[src/rtl/inst_imm_encoder_pkg.sv]
// Shared immediate-format codes and pipeline stage record for the immediate encoder.
// The format codes must stay identical to the ones the ID-stage SIGN_EXTEND decoder uses.
package inst_imm_encoder_pkg;

  localparam logic [2:0] U_TYPE     = 3'b000;
  localparam logic [2:0] J_TYPE     = 3'b001;
  localparam logic [2:0] I_TYPE     = 3'b010;
  localparam logic [2:0] B_TYPE     = 3'b011;
  localparam logic [2:0] S_TYPE     = 3'b100;
  localparam logic [2:0] SHAMT_TYPE = 3'b101;
  localparam int         UNSIGNED_BIT = 3;

  typedef struct packed {
    logic        v;
    logic        err;
    logic [31:0] inst;
  } stage_t;

  // True when value[31:lsb] is all zeros or all ones, i.e. a valid sign extension.
  function automatic logic all_same(input logic [31:0] value, input int unsigned lsb);
    logic [31:0] mask;
    mask = 32'hFFFF_FFFF << lsb;
    return ((value & mask) == 32'h0) || ((value & mask) == mask);
  endfunction

endpackage

[src/rtl/inst_imm_encoder_if.sv]
// Input/output handshake bus of the immediate encoder.
// slave is the encoder's view, master is the view of whoever drives and drains it.
interface inst_imm_encoder_if;

  logic        IN_VALID;
  logic        IN_READY;
  logic [31:0] BASE_INST;
  logic [31:0] IMM;
  logic [3:0]  IMM_SEL;
  logic        OUT_VALID;
  logic        OUT_READY;
  logic [31:0] OUT_INST;
  logic        OUT_RANGE_ERR;

  modport slave (
    input  IN_VALID, BASE_INST, IMM, IMM_SEL, OUT_READY,
    output IN_READY, OUT_VALID, OUT_INST, OUT_RANGE_ERR
  );

  modport master (
    output IN_VALID, BASE_INST, IMM, IMM_SEL, OUT_READY,
    input  IN_READY, OUT_VALID, OUT_INST, OUT_RANGE_ERR
  );

endinterface

[src/rtl/inst_imm_encoder_imm_field_pack.sv]
// Combinational placement of an immediate into its RV32 instruction fields plus range check.
// Out-of-range immediates are still placed bit-exactly; only err reports the truncation.
module imm_field_pack
  import inst_imm_encoder_pkg::*;
(
  input  logic [31:0] base_inst,
  input  logic [31:0] imm,
  input  logic [3:0]  imm_sel,
  output logic [31:0] word,
  output logic        err
);

  always_comb begin
    word = base_inst;
    err  = 1'b0;
    case (imm_sel[2:0])
      U_TYPE: begin
        word[31:12] = imm[31:12];
        err         = |imm[11:0];
      end
      J_TYPE: begin
        word[31]    = imm[20];
        word[30:21] = imm[10:1];
        word[20]    = imm[11];
        word[19:12] = imm[19:12];
        err         = !all_same(imm, 20) || imm[0];
      end
      I_TYPE: begin
        word[31:20] = imm[11:0];
        err         = imm_sel[UNSIGNED_BIT] ? (|imm[31:12]) : !all_same(imm, 11);
      end
      B_TYPE: begin
        word[31]    = imm[12];
        word[30:25] = imm[10:5];
        word[11:8]  = imm[4:1];
        word[7]     = imm[11];
        err         = !all_same(imm, 12) || imm[0];
      end
      S_TYPE: begin
        word[31:25] = imm[11:5];
        word[11:7]  = imm[4:0];
        err         = !all_same(imm, 11);
      end
      SHAMT_TYPE: begin
        word[24:20] = imm[4:0];
        err         = |imm[31:5];
      end
      default: err = 1'b1;
    endcase
  end

endmodule

[src/rtl/inst_imm_encoder.sv]
// Two-stage pipelined immediate encoder for the debug/program-load path (inverse of SIGN_EXTEND).
// S1 holds the freshly packed word, S2 is the output register; a saturating counter tracks errors.
module inst_imm_encoder
  import inst_imm_encoder_pkg::*;
#(
  parameter int ERR_CNT_W = 8
) (
  input  logic                 CLK,
  input  logic                 RESET_N,
  input  logic                 FLUSH,
  inst_imm_encoder_if.slave    bus,
  output logic [ERR_CNT_W-1:0] ERR_COUNT
);

  logic [31:0] packed_word;
  logic        packed_err;
  stage_t      s1;
  stage_t      s2;
  logic        s1_adv;
  logic        s2_adv;
  logic        in_fire;
  logic        out_fire;

  imm_field_pack u_pack (
    .base_inst (bus.BASE_INST),
    .imm       (bus.IMM),
    .imm_sel   (bus.IMM_SEL),
    .word      (packed_word),
    .err       (packed_err)
  );

  assign s2_adv       = !s2.v || bus.OUT_READY;
  assign s1_adv       = !s1.v || s2_adv;
  assign bus.IN_READY = s1_adv && !FLUSH;
  assign in_fire      = bus.IN_VALID && bus.IN_READY;
  assign out_fire     = s2.v && bus.OUT_READY;

  // Payloads only load on a real transfer so a stalled output word never changes under the consumer.
  always_ff @(posedge CLK or negedge RESET_N) begin
    if (!RESET_N) begin
      s1 <= '0;
      s2 <= '0;
    end else if (FLUSH) begin
      s1.v <= 1'b0;
      s2.v <= 1'b0;
    end else begin
      if (s2_adv) begin
        s2.v <= s1.v;
        if (s1.v) begin
          s2.inst <= s1.inst;
          s2.err  <= s1.err;
        end
      end
      if (s1_adv) begin
        s1.v <= in_fire;
        if (in_fire) begin
          s1.inst <= packed_word;
          s1.err  <= packed_err;
        end
      end
    end
  end

  // Counts completed error transfers, including one that completes in a FLUSH cycle.
  always_ff @(posedge CLK or negedge RESET_N) begin
    if (!RESET_N) begin
      ERR_COUNT <= '0;
    end else if (out_fire && s2.err && (ERR_COUNT != '1)) begin
      ERR_COUNT <= ERR_COUNT + 1'b1;
    end
  end

  assign bus.OUT_VALID     = s2.v;
  assign bus.OUT_INST      = s2.inst;
  assign bus.OUT_RANGE_ERR = s2.err;

endmodule
[src/flat_wrapper.sv]
// flat-port wrapper written by rule: the top's interface ports become plain ports
module inst_imm_encoder_flat import inst_imm_encoder_pkg::*;
#(
  parameter int ERR_CNT_W = 8
)
  (CLK, RESET_N, FLUSH, ERR_COUNT, bus_IN_VALID, bus_BASE_INST, bus_IMM, bus_IMM_SEL, bus_OUT_READY, bus_IN_READY, bus_OUT_VALID, bus_OUT_INST, bus_OUT_RANGE_ERR);
  inst_imm_encoder_if bus_i ();
  input  logic CLK;
  input  logic RESET_N;
  input  logic FLUSH;
  output logic [ERR_CNT_W-1:0] ERR_COUNT;
  input wire logic [$bits(bus_i.IN_VALID)-1:0] bus_IN_VALID;
  input wire logic [$bits(bus_i.BASE_INST)-1:0] bus_BASE_INST;
  input wire logic [$bits(bus_i.IMM)-1:0] bus_IMM;
  input wire logic [$bits(bus_i.IMM_SEL)-1:0] bus_IMM_SEL;
  input wire logic [$bits(bus_i.OUT_READY)-1:0] bus_OUT_READY;
  output wire logic [$bits(bus_i.IN_READY)-1:0] bus_IN_READY;
  output wire logic [$bits(bus_i.OUT_VALID)-1:0] bus_OUT_VALID;
  output wire logic [$bits(bus_i.OUT_INST)-1:0] bus_OUT_INST;
  output wire logic [$bits(bus_i.OUT_RANGE_ERR)-1:0] bus_OUT_RANGE_ERR;
  assign bus_i.IN_VALID = bus_IN_VALID;
  assign bus_i.BASE_INST = bus_BASE_INST;
  assign bus_i.IMM = bus_IMM;
  assign bus_i.IMM_SEL = bus_IMM_SEL;
  assign bus_i.OUT_READY = bus_OUT_READY;
  assign bus_IN_READY = bus_i.IN_READY;
  assign bus_OUT_VALID = bus_i.OUT_VALID;
  assign bus_OUT_INST = bus_i.OUT_INST;
  assign bus_OUT_RANGE_ERR = bus_i.OUT_RANGE_ERR;
  inst_imm_encoder #(.ERR_CNT_W(ERR_CNT_W)) u_core (.CLK(CLK), .RESET_N(RESET_N), .FLUSH(FLUSH), .bus(bus_i), .ERR_COUNT(ERR_COUNT));
endmodule
[config.mk]
export PLATFORM = sky130hd
export DESIGN_NAME = inst_imm_encoder_flat
export DESIGN_NICKNAME = d
export VERILOG_FILES = /design/src/rtl/inst_imm_encoder_pkg.sv /design/src/rtl/inst_imm_encoder_if.sv /design/src/rtl/inst_imm_encoder_imm_field_pack.sv /design/src/rtl/inst_imm_encoder.sv /design/src/flat_wrapper.sv
export SDC_FILE = /design/constraint.sdc
export NUM_CORES = 1
export LEC_CHECK = 0
export CAP_MARGIN = 10
export CELL_PAD_IN_SITES_DETAIL_PLACEMENT = 1
export CELL_PAD_IN_SITES_GLOBAL_PLACEMENT = 1
export CORE_ASPECT_RATIO = 0.75
export CORE_UTILIZATION = 32
export CTS_BUF_LIST = sky130_fd_sc_hd__clkbuf_8
export DETAILED_ROUTE_END_ITERATION = 16
export GPL_ROUTABILITY_DRIVEN = 0
export PLACE_DENSITY = 0.74
export SYNTH_ARGS = -nofsm -noshare
export SYNTH_HDL_FRONTEND = slang
export SYNTH_HIERARCHICAL = 1
export SYNTH_SLANG_ARGS = --single-unit
[constraint.sdc]
create_clock -name CLK -period 2.2 [get_ports CLK]
set_clock_uncertainty 0.15 [all_clocks]
set_input_delay 0.22 -clock CLK [delete_from_list [all_inputs] [get_ports CLK]]
set_output_delay 0.22 -clock CLK [all_outputs]
set_load 0.01 [all_outputs]
== After elaboration in Yosys (flattened, before gate mapping) ==
Cells that the tools add are included.

* Register bits after elaboration: 76
* Input bits: 73
* Output and inout port bits: 43
* Word-level logic and storage cells: 62

* Add/sub/neg operators: 1
* Equality and inequality tests: 9
* Muxes and demuxes: 12
* Bitwise gates (word level): 1
* Reduce and logical (&&, ||, !) cells: 32

{| class="wikitable"
|+ Operators by type and width
! operator !! number
|-
| $logic_not A32 Y1 || 3
|-
| $mux W34 || 2
|-
| $mux W33 || 2
|-
| $pmux W7 S4 || 1
|-
| $reduce_or A27 Y1 || 1
|-
| $eq A21 B21 Y1 const B || 1
|-
| $eq A20 B20 Y1 const B || 1
|-
| $reduce_or A20 Y1 || 1
|-
| $pmux W5 S3 || 1
|-
| $eq A12 B12 Y1 const B || 1
|-
| $reduce_or A12 Y1 || 1
|-
| $pmux W5 S2 || 1
|-
| $add A8 B1 Y8 const B || 1
|-
| $mux W8 || 1
|-
| $ne A8 B8 Y1 const B || 1
|-
| $logic_or A1 B1 Y1 || 7
|-
| $eq A3 B2 Y1 const B || 2
|-
| $eq A3 B3 Y1 const B || 2
|-
| $logic_not A1 Y1 || 6
|-
| $pmux W1 S6 || 1
|-
| $reduce_and A3 Y1 || 2
|-
| $reduce_or A2 Y1 || 3
|-
| $logic_and A1 B1 Y1 || 5
|-
| $reduce_bool A2 Y1 || 2
|-
| other kinds (4) || 6
|}

== Logic depth before layout (Yosys ltp) ==
Gate-level depths: netlist (run 1).

* Depth in word-level cells: 8
* Mapped depth: 7
* Mapped depth without buffers: 6

== Hierarchy ==
Netlist (run 1), hierarchy kept.

{| class="wikitable"
|+ By module, submodules not included
! module !! instances !! cells each !! area each (sq um) !! seq. area each (sq um)
|-
| inst_imm_encoder || 1 || 186 || 3,017.9 || 1,901.8
|-
| imm_field_pack || 1 || 159 || 1,086.0 || 0.0
|}

== Least setup slack after synthesis (run 1) ==
OpenSTA, ideal clock, no wires.

* Path type: reg2reg
* From: register u_core.ERR_COUNT[0]
* To: register u_core.ERR_COUNT[1]
* Setup time: 0.125 ns
* Arrival: 1.408 ns
* Data required time: 1.925 ns
* Path slack: 0.518 ns
* Stages on the path, launching flop included: 5
* Path buffers: 0
* Clock period less this slack: 1.682 ns
* Cell sequence: dfrtp_1 > ha_1 > nand3_1 > o21ai_0 > mux2_2

* Cells in the longest elaborated chain, start to end: 2
* Elaborated cells between the ends (all ways): 3
* Those cells by class: add/sub: 1; eq/ne: 1; reduce/logical: 1

{| class="wikitable"
|+ Ends and longest elaborated chain
! element !! line !! RTL
|-
| start: declaration || inst_imm_encoder.sv:12 || <nowiki>output logic [ERR_CNT_W-1:0] ERR_COUNT</nowiki>
|-
| start signal: assignment || inst_imm_encoder.sv:69 || <nowiki>ERR_COUNT <= ERR_COUNT + 1'b1;</nowiki>
|-
| parallel branches: the longest is 2 deep, another holds $add A8 B1 Y8 || - ||
|}

Several ways; the timed one is not identified.
A chain may end at the register's enable or synchronous reset.

== Worst setup path after layout (run 1) ==
* From: input port bus_IMM[22]
* To: register u_core/s1[32] in the netlist's numbering

* Cells in the longest elaborated chain, start to end: 5
* Elaborated cells between the ends (all ways): 18
* Those cells by class: eq/ne: 3; mux: 2; reduce/logical: 13

{| class="wikitable"
|+ Ends and longest elaborated chain
! element !! line !! RTL
|-
| start: declaration || flat_wrapper.sv:14 || <nowiki>input wire logic [$bits(bus_i.IMM)-1:0] bus_IMM;</nowiki>
|-
| $eq A21 B21 Y1 (tied with other cells) || inst_imm_encoder_pkg.sv:23 || <nowiki>return ((value & mask) == 32'h0) || ((value & mask) == mask);</nowiki>
|-
| $logic_or A1 B1 Y1 || inst_imm_encoder_pkg.sv:23 ||
|-
| $logic_not A1 Y1, on equally long branches || - ||
|-
| $mux W1 (tied with other cells) || inst_imm_encoder_imm_field_pack.sv:30 || <nowiki>err = imm_sel[UNSIGNED_BIT] ? (|imm[31:12]) : !all_same(imm, 11);</nowiki>
|-
| $pmux W1 S6 (*) || inst_imm_encoder_imm_field_pack.sv:16 || <nowiki>case (imm_sel[2:0])</nowiki>
|-
| named net u_core.packed_err || inst_imm_encoder.sv:16 || <nowiki>logic packed_err;</nowiki>
|-
| end: declaration || inst_imm_encoder.sv:17 || <nowiki>stage_t s1;</nowiki>
|}

Mark *: on every way through the listed nets, which the timed path passes. The rest lies on a longest branch.

==> run_results.csv, run 1 <==
group,metric,value,unit
pwr,leakage,2.27,nW
layout,syn_to_final_growth,39.6,%
floorplan,start_util,33.1,%
floorplan,dieArea,0.0133,mm2
setup_path,cp-end-kind,"flip-flop",
timing,setup_tns,0,ns
routing,drc,0,
timing,fin_crit_sh,95.1,%
layout,antenna_cells_inserted,0,
timing,finalMaxSlewViolations,0,
routing,drtIter0Drc,154,
layout,fin_area,0.00573,mm2
synth,synth_edf_count,0,
cts,cts_sinks,76,
placement,io_buffers,115,
timing,hold_viol,0,
routing,postRouteAntennaNets,0,
layout,nNetsFinal,552,
setup_path,cp.required,2.29,ns
setup_path,cp_data_arrival_time,2.18,ns
placement,placed_cell_area,0.00550,mm2
cts,worstSkewPairLatency,0.35,ns
routing,drt_wl_total,11.6,mm
synth,ys_async_sr_fraction,100,%
synth,ys_warn_count,6,
cts,clkSlewWorstSetupHoldPaths,0.08,ns
routing,vias,3298,
setup_path,cpPeakStageDelay,0.48,ns
cts,numCtsBuffers,9,
timing,timing.final.crit_period,2.09,ns
setup_path,critPathKind,"primary input to flip-flop",
timing,maxSlewHeadroom,62.6,%
setup_path,critPathBufInv,2,
grt,grt_pass1_wl,19.0,mm
routing,wire_per_inst,17.9,um
synth,syn_inst,345,
grt,antenna_found_initial,0,
layout,ff_latch_area,0.00190,mm2
cts,cts-root-buf,"clkbuf_8",
timing,fmax,478,MHz
routing,first_pass_iters,4,
cts,post-cts-setup-buffers,0,
floorplan,core,0.0124,mm2
layout,layout_common_cells,"clkdlybuf4s50_1, dfrtp_1, mux2_2, buf_4, a21oi_1",
synth,synth_seq_area_share,46.3,%
floorplan,die_h,100,um
floorplan,rows,35,
layout,layout_commonest_cell,"clkdlybuf4s50_1",
floorplan,io_pins,116,
layout,nFillCells,1325,
worst_hold_path,hp-class,"primary input to async pin",
setup_path,crit_chain,"clkdlybuf4s50_1, buf_4, nand4_1, nor3_2, a2111oi_1, a311oi_1, o221ai_1, mux2_2",
pwr,powerDensity,794,mW/mm2
cts,cts_max_level,3,
synth,syn_nets,419,
placement,hpwl,8.57,mm
flow_run,max_cap_viol_count,0,
setup_path,cp_slowest_cell,"clkdlybuf4s50_1",
floorplan,die_w,133,um
grt,grt_pass1_vias,3645,
synth,synth_seq_cells,76,
timing,fin_ws,0.108,ns
layout,drive_above_1_share,29.2,%
run_status,status,"finished clean",
timing,rsz0062_at_grt,"false",
synth,synth_area,0.00410,mm2
layout,layoutNonFillerInstCount,649,
cts,cts_tree,"done",
setup_path,path_delay_family,"compound AO/OA/AOI/OAI gates",
synth,synth_cell_type_count,52,
pwr,power,4.55,mW
grt,grt_max_degree,40,
cts,ctsLongestPathBuffers,2,
synth,syn_avg_cell_area,11.9,um2
placement,pre_cts_ws,-0.217,ns
grt,overflow,0,
layout,multi_input_area,0.00194,mm2
grt,track_usage,18.5,%
timing,setup_viol,0,
routing,vias_per_cell,5.08,
timing,tightestPinTransition,0.561,ns
synth,synth_flop_cell,"dfrtp_1",
setup_path,path_max_fanout,4,
pwr,irDropWorstVdd,0.465,mV
placement,placed_cells,632,
setup_path,crit_path_start_kind,"primary input",
registers in the layout, indices dropped and copies added (netlist names):
signal,cells
u_core/bus.OUT_RANGE_ERR,1
u_core/bus.OUT_INST,32
u_core/ERR_COUNT,8
u_core/bus.OUT_VALID,1
u_core/s1,34
per-stage QoR:
stage	utilization, %	hold WS (ns)
after global placement	44.4	0.0851
after global routing	46.2	0.274
after detailed placement	44.4	0.0971
after floorplan	-	-0.226
final	46.2	0.238
after CTS	46.2	0.252
cell families (layout without fill, tap and decap cells):
logic type,Yosys count,in the layout,share of synthesized area [%]
mux,84,84,23.0
simple gates,83,83,12.7
flops,76,76,46.3
compound gates,67,67,10.3
buf+inv,30,168,6.43
xor+xnor,4,4,0.854
fa+ha+maj,1,1,0.305
cells in the mapped netlist (all sizes together), types with 2 or more instances:
cell    count  share of area [%]
o22ai      10                1.5
a211oi      7                1.3
xnor2       4               0.85
nand2b      7                1.3
nor3b       2               0.64
o211ai      2               0.37
nor2       14                1.3
o21ai      11                1.3
mux2       77                 21
a21oi      25                3.0
nand3b      2               0.67
nand2      10               0.91
inv         4               0.37
nand4       7                1.1
buf        15                2.9
and3        3               0.49
nor3        6               0.85
mux2i       7                1.7
nand3       6               0.85
nor4        6                1.1
a311oi      2               0.58
dfrtp      76                 46
or3         5               0.76
nor4b       2               0.43
o31ai       4               0.73
clkbuf     11                3.2
nor2b       9                1.6
cell type report:
cell class | instances | area share [%]
inverters | 4 | 0.262
repair buffers | 148 | 25.2
clock inverters | 7 | 1.59
clock buffers | 9 | 2.16
multi-input cells | 239 | 33.9
well taps | 166 | 3.63
flip-flops and latches | 76 | 33.2
timing repair:
| action | CTS | global route |
|---|---|---|
| hold buffers | 1 | 0 |
| hold endpoints to repair | 38 | 0 |
| gates resized for setup | 0 | 1 |
| endpoints found under the setup margin | 0 | 1 |
worst paths after layout:
check	start	to	slack, ns	cells past startpoint
setup / recovery	bus_IMM[22]	u_core/s1[32]	0.11	8
hold / removal	RESET_N	u_core/bus.OUT_INST[27]	0.24	2
setup reg to reg	u_core/ERR_COUNT[0]	u_core/ERR_COUNT[1]	0.30	4
hold reg to reg	u_core/s1[19]	u_core/s1[19]	0.36	1
max in group asynchronous	RESET_N	u_core/s1[4]	1.04	3
min in group CLK	bus_BASE_INST[4]	u_core/s1[4]	0.34	2
where the power goes:
group	internal [mW]	leakage, nW	switching [mW]
combinational	0.891	1.26	0.529
sequential	1.74	0.899	0.212
clock	0.635	0.109	0.543
metal layers:
layer  up-vias  GRT usage (%)  wire length [um]
li1       1539              -                 -
met5         -              0                 0
met4         0           5.13               158
met2        96           30.5              5480
met3        16           4.55               624
met1      1647           24.2              5380
No activity file was read; power rests on OpenSTA's default activity.
==> run 2: changes to the inputs <==
--- a/config.mk
+++ b/config.mk
@@ -5,6 +5,7 @@
 export SDC_FILE = /design/constraint.sdc
 export NUM_CORES = 1
 export LEC_CHECK = 0
+export ABC_AREA = 1
 export CAP_MARGIN = 10
 export CELL_PAD_IN_SITES_DETAIL_PLACEMENT = 1
 export CELL_PAD_IN_SITES_GLOBAL_PLACEMENT = 1
@@ -13,7 +14,8 @@
 export CTS_BUF_LIST = sky130_fd_sc_hd__clkbuf_8
 export DETAILED_ROUTE_END_ITERATION = 16
 export GPL_ROUTABILITY_DRIVEN = 0
-export PLACE_DENSITY = 0.74
+export PLACE_DENSITY = 0.78
+export SKIP_LAST_GASP = 1
 export SYNTH_ARGS = -nofsm -noshare
 export SYNTH_HDL_FRONTEND = slang
 export SYNTH_HIERARCHICAL = 1
==> run_results.csv, run 2 <==
group,metric,value,unit
setup_path,crit-reg2reg-launch,"u_core/ERR_COUNT[0]",
floorplan,start_util,33.3,%
cts,cts_sinks,76,
pwr,power_frac_seq,46.2,%
layout,layout_commonest_cell,"nand2_1",
layout,syn_to_final_growth,31.8,%
routing,wl_met2,5.72,mm
placement,io_buffers,115,
pwr,internal_power,2.74,mW
synth,synth_cell_type_count,41,
cts,cts_hold_buffers,1,
grt,grt_max_degree,41,
pwr,leakage,2.81,nW
flow_run,max_cap_viol_count,0,
layout,top_register,"u_core/s1",
routing,postRouteAntennaNets,0,
routing,drtIter0Drc,214,
layout,drive_above_1_share,11.6,%
setup_path,cp.required,1.83,ns
setup_path,crit_path_start_kind,"flip-flop",
layout,nFillCells,1633,
floorplan,core,0.0132,mm2
setup_path,timing.rr.end,"u_core/ERR_COUNT[3]",
floorplan,die_w,137,um
routing,vias,3910,
setup_path,critPathBufInv,3,
layout,antenna_cells_inserted,0,
routing,highest_layer,"met4",
setup_path,path_max_fanout,3,
worst_hold_path,hp-class,"primary input to async pin",
cts,ctsLongestPathBuffers,2,
synth,yosys.area.top_type,"dfrtp_1",
synth,syn_nets,647,
synth,synth_flop_cell,"dfrtp_1",
layout,layout_common_cells,"nand2_1, clkdlybuf4s50_1, inv_1, dfrtp_1, nor2_1",
cts,cts_tree,"done",
routing,drc,0,
setup_path,worst-r2r-setup-slack,0.59,ns
layout,ff_latch_area,0.00190,mm2
routing,wire_per_inst,14.1,um
timing,rsz0062_at_grt,"false",
synth,ys_async_sr_fraction,100,%
setup_path,crit_chain,"inv_1, nor2_4, nand2_4, nand2_1, inv_1, clkdlybuf4s50_1",
cts,cts-root-buf,"clkbuf_8",
setup_path,path_common_cell,"inv_1",
synth,synth_most_common_cell,"nand2_1",
pwr,powerDensity,688,mW/mm2
timing,setup_tns,0,ns
pwr,power_switching,1.23,mW
grt,grt_pass1_vias,4082,
synth,synth.area.top_cells,"dfrtp_1, nand2_1, inv_1, nor2_1, o21ai_2",
timing,maxSlewHeadroom,63.8,%
grt,antenna_found_initial,0,
timing,fmax,510,MHz
synth,synthTopCellsByCount,"nand2_1, inv_1, dfrtp_1, nor2_1, o21ai_0",
grt,track_usage,18.6,%
timing,tightestPinTransition,0.542,ns
timing,hold_viol,0,
cts,cts_resized,0,
setup_path,r2r_cells,8,
placement,placed_cells,844,
layout,postLayoutCoreUtil,43.9,%
timing,setup_viol,0,
synth,syn_avg_cell_area,7.64,um2
synth,yosysTopAreaCellShare,43.4,%
setup_path,cpPeakStageDelay,0.52,ns
pwr,irDropWorstVdd,0.304,mV
timing,finalMaxSlewViolations,0,
grt,overflow,0,
cts,numCtsBuffers,9,
synth,synth_edf_count,0,
floorplan,dieArea,0.0142,mm2
layout,multi_input_area,0.00181,mm2
cts,cts_max_level,3,
setup_path,cp_data_arrival_time,1.59,ns
setup_path,cp_slowest_cell,"clkdlybuf4s50_1",
layout,layoutNonFillerInstCount,860,
routing,vias_per_cell,4.55,
pwr,power.share.combinational,30.4,%
layout,nNetsFinal,759,
timing,timing.final.crit_period,1.96,ns
run_status,status,"finished clean",
routing,first_pass_iters,5,
floorplan,die_h,103,um
floorplan,io_pins,116,
cts,post-cts-setup-buffers,0,
setup_path,critPathKind,"flip-flop to primary output",
timing,fin_crit_sh,89.2,%
cts,worstSkewPairLatency,0.34,ns
routing,met1Wirelength,5.76,mm
setup_path,path_delay_family,"buffers and inverters",
routing,wl_met3,501,um
setup_path,cp-end-kind,"primary output",
floorplan,rows,36,
pwr,switching_share,30.9,%
synth,synth_seq_area_share,43.4,%
routing,drt_wl_total,12.1,mm
synth,synth_seq_cells,76,
synth,synth_area,0.00438,mm2
synth,ys_warn_count,6,
cts,clkSlewWorstSetupHoldPaths,0.07,ns
placement,hpwl,9.81,mm
pwr,clockPowerShare,23.4,%
layout,largest_register_ffs,34,
synth,syn_inst,573,
grt,grt_pass1_wl,20.1,mm
## run 2: cell types whose count changed after synthesis, moves of 10 or more
cell,change
o21ai_2,+25
mux2_2,-72
o21ai_1,+10
nand2_1,+156
o21ai_0,+24
nor2_1,+48
inv_1,+96
a21oi_1,-17
nand3_1,+10
## run 2: area by class of cell
class | instances | area share [%]
tap | 171 | 3.71
sequential | 76 | 33.0
inverter | 106 | 6.94
timing repair buffer | 126 | 22.0
clock inverter | 4 | 0.304
clock buffer | 11 | 2.62
multi-input combinational | 366 | 31.4
## run 2: per-layer routing
| metal | up-vias | track usage [%] |
|---|---|---|
| met2 | 80 | 31.7 |
| met5 | - | 0 |
| met4 | 0 | 5.83 |
| met1 | 1859 | 23.9 |
| met3 | 12 | 3.51 |
| li1 | 1959 | - |
## run 2: logic make-up (layout without fill, tap and decap cells)
family                   after synthesis  count (layout)  share of synthesized area (%)
multiplexers                           3               3                          0.772
XOR/XNOR                               3               3                          0.600
AND/OR/NAND/NOR                      265             265                           26.1
AO/OA/AOI/OAI                         94              94                           13.7
flip-flops                            76              76                           43.4
buffers and inverters                131             247                           15.1
adder cells (fa/ha/maj)                1               1                          0.286
## run 2: metrics by stage
stage                     power (mW)  cell area, um2  worst slack [ns]  hold slack [ns]
after floorplan                 2.42            4380             0.757           -0.226
after global placement          3.03            5590             0.198           0.0890
after detailed placement        3.09            5590            0.0822           0.0945
after CTS                       4.04            5770             0.200            0.252
after global routing            4.24            5770             0.111            0.277
final                           3.97            5770             0.238            0.247
## run 2: power by group through the flow
stage	Combinational, mW	Clock, mW	Sequential, mW
after floorplan	0.518	0	1.90
after global placement	1.18	0	1.85
after detailed placement	1.22	0	1.87
after CTS	1.23	0.971	1.84
after global routing	1.35	1.03	1.87
final	1.21	0.928	1.83
## run 2: worst max path at each step
stage	from	end	cells past startpoint
detailed placement	bus_IMM_SEL[0]	u_core/s1[26]	9
finish	u_core/bus.OUT_VALID	bus_IN_READY	6
global route	u_core/bus.OUT_VALID	bus_IN_READY	6
floorplan	u_core/ERR_COUNT[0]	u_core/ERR_COUNT[3]	8
global placement	bus_IMM_SEL[1]	u_core/s1[24]	9
CTS	u_core/bus.OUT_VALID	bus_IN_READY	6
==> run 3: changes to the inputs <==
--- a/config.mk
+++ b/config.mk
@@ -10,6 +10,7 @@
 export CELL_PAD_IN_SITES_DETAIL_PLACEMENT = 1
 export CELL_PAD_IN_SITES_GLOBAL_PLACEMENT = 1
 export CORE_ASPECT_RATIO = 0.75
+export CORE_MARGIN = 2
 export CORE_UTILIZATION = 32
 export CTS_BUF_LIST = sky130_fd_sc_hd__clkbuf_8
 export DETAILED_ROUTE_END_ITERATION = 16
==> run_results.csv, run 3 (synthesis gave the netlist of run 2 again) <==
group,metric,value,unit
run_status,status,"finished clean",
setup_path,path_delay_family,"buffers and inverters",
setup_path,worst-r2r-setup-slack,0.56,ns
cts,clkSlewWorstSetupHoldPaths,0.08,ns
cts,worstSkewPairLatency,0.35,ns
cts,ctsLongestPathBuffers,2,
floorplan,io_pins,116,
placement,placed_cell_area,0.00561,mm2
floorplan,core,0.0132,mm2
cts,cts_max_level,3,
routing,drtIter0Drc,135,
setup_path,crit_chain,"inv_1, nor2_4, nand2_4, nand2_1, inv_1, clkdlybuf4s50_1",
cts,cts_resized,0,
grt,grt_pass1_vias,4251,
routing,drt_wl_total,12.6,mm
layout,drive_above_1_share,11.9,%
routing,drc,0,
grt,grt_pass1_wl,20.8,mm
pwr,powerDensity,728,mW/mm2
layout,multi_input_area,0.00181,mm2
timing,hold_viol,0,
setup_path,critPathKind,"flip-flop to primary output",
setup_path,path_max_fanout,3,
setup_path,cp_data_arrival_time,1.57,ns
floorplan,rows,36,
routing,postRouteAntennaNets,0,
placement,hpwl,10.1,mm
grt,track_usage,17.8,%
grt,grt_max_degree,37,
cts,numCtsBuffers,9,
timing,setup_viol,0,
timing,fmax,515,MHz
layout,top_register,"u_core/s1",
pwr,leakage,2.84,nW
setup_path,cpPeakStageDelay,0.52,ns
cts,cts_sinks,76,
layout,syn_to_final_growth,33.6,%
timing,timing.final.crit_period,1.94,ns
worst_hold_path,hp-class,"primary input to async pin",
timing,setup_tns,0,ns
routing,wire_per_inst,14.6,um
setup_path,critPathBufInv,3,
floorplan,start_util,33.3,%
floorplan,die_w,139,um
timing,rsz0062_at_grt,"false",
setup_path,cp_slowest_cell,"clkdlybuf4s50_1",
timing,tightestPinTransition,0.358,ns
pwr,irDropWorstVdd,0.385,mV
grt,antenna_found_initial,0,
timing,fin_crit_sh,88.2,%
cts,cts-root-buf,"clkbuf_8",
layout,nFillCells,1595,
flow_run,max_cap_viol_count,0,
grt,overflow,0,
routing,first_pass_iters,4,
setup_path,crit_path_start_kind,"flip-flop",
timing,maxSlewHeadroom,76.1,%
floorplan,die_h,105,um
layout,layout_commonest_cell,"nand2_1",
setup_path,cp.required,1.83,ns
layout,antenna_cells_inserted,0,
placement,pre_cts_ws,0.0996,ns
cts,post-cts-setup-buffers,0,
timing,fin_ws,0.259,ns
routing,vias_per_cell,4.58,
layout,layout_common_cells,"nand2_1, clkdlybuf4s50_1, inv_1, dfrtp_1, nor2_1",
layout,fin_area,0.00585,mm2
pwr,power,4.26,mW
placement,io_buffers,115,
timing,whs,0.200,ns
setup_path,cp-end-kind,"primary output",
cts,cts_tree,"done",
timing,finalMaxSlewViolations,0,
layout,nNetsFinal,760,
layout,largest_register_ffs,34,
routing,vias,3952,
floorplan,dieArea,0.0146,mm2
setup_path,path_common_cell,"inv_1",
layout,ff_latch_area,0.00190,mm2
## run 3: worst paths after layout
check	from	end	cells past startpoint
hold / removal	RESET_N	u_core/s1[16]	2
setup reg to reg	u_core/ERR_COUNT[0]	u_core/ERR_COUNT[3]	8
max in group asynchronous	RESET_N	u_core/ERR_COUNT[4]	3
hold reg to reg	u_core/bus.OUT_INST[0]	u_core/bus.OUT_INST[0]	2
min in group CLK	bus_BASE_INST[2]	u_core/s1[2]	3
setup / recovery	u_core/bus.OUT_VALID	bus_IN_READY	6
## run 3: routing by layer
layer,routed length [um],track usage (%)
met1,5890,22.7
met2,5970,30.4
met5,0,0
met3,466,3.86
met4,224,5.12
## run 3: area by class of cell
class | count | area share (%)
Clock buffer | 11 | 2.59
Sequential cell | 76 | 32.5
Clock inverter | 5 | 1.30
Multi-Input combinational cell | 366 | 31.0
Timing Repair Buffer | 127 | 22.1
Inverter | 106 | 6.84
Tap cell | 171 | 3.66
## run 3: power breakdown
part           internal [mW]  leakage [nW]  total, mW  switching [mW]
logic                  0.635          1.75       1.21           0.579
registers               1.65         0.967       1.83           0.177
clock network          0.696         0.122       1.21           0.515
total                   2.99          2.84       4.26            1.27
## run 3: what timing repair did
item / 4_1_cts / 5_1_grt
hold buffers: 1 / 0
endpoints found under the hold margin: 57 / 0
setup endpoints to repair: 0 / 0
## run 3: worst register-to-register path, delay by kind of cell, from the launching register on
family,cells,cell delay (ns)
and+or+nand+nor,5,0.51
adders and majority gates,1,0.22
DFF,1,0.46
buffers and inverters,2,0.20
## run 3: per-stage QoR
step	instances	util [%]
2_1_floorplan	573	-
3_3_place_gp	845	42.7
3_5_place_dp	845	42.7
4_1_cts	862	44.5
5_1_grt	862	44.5
6_report	862	44.5
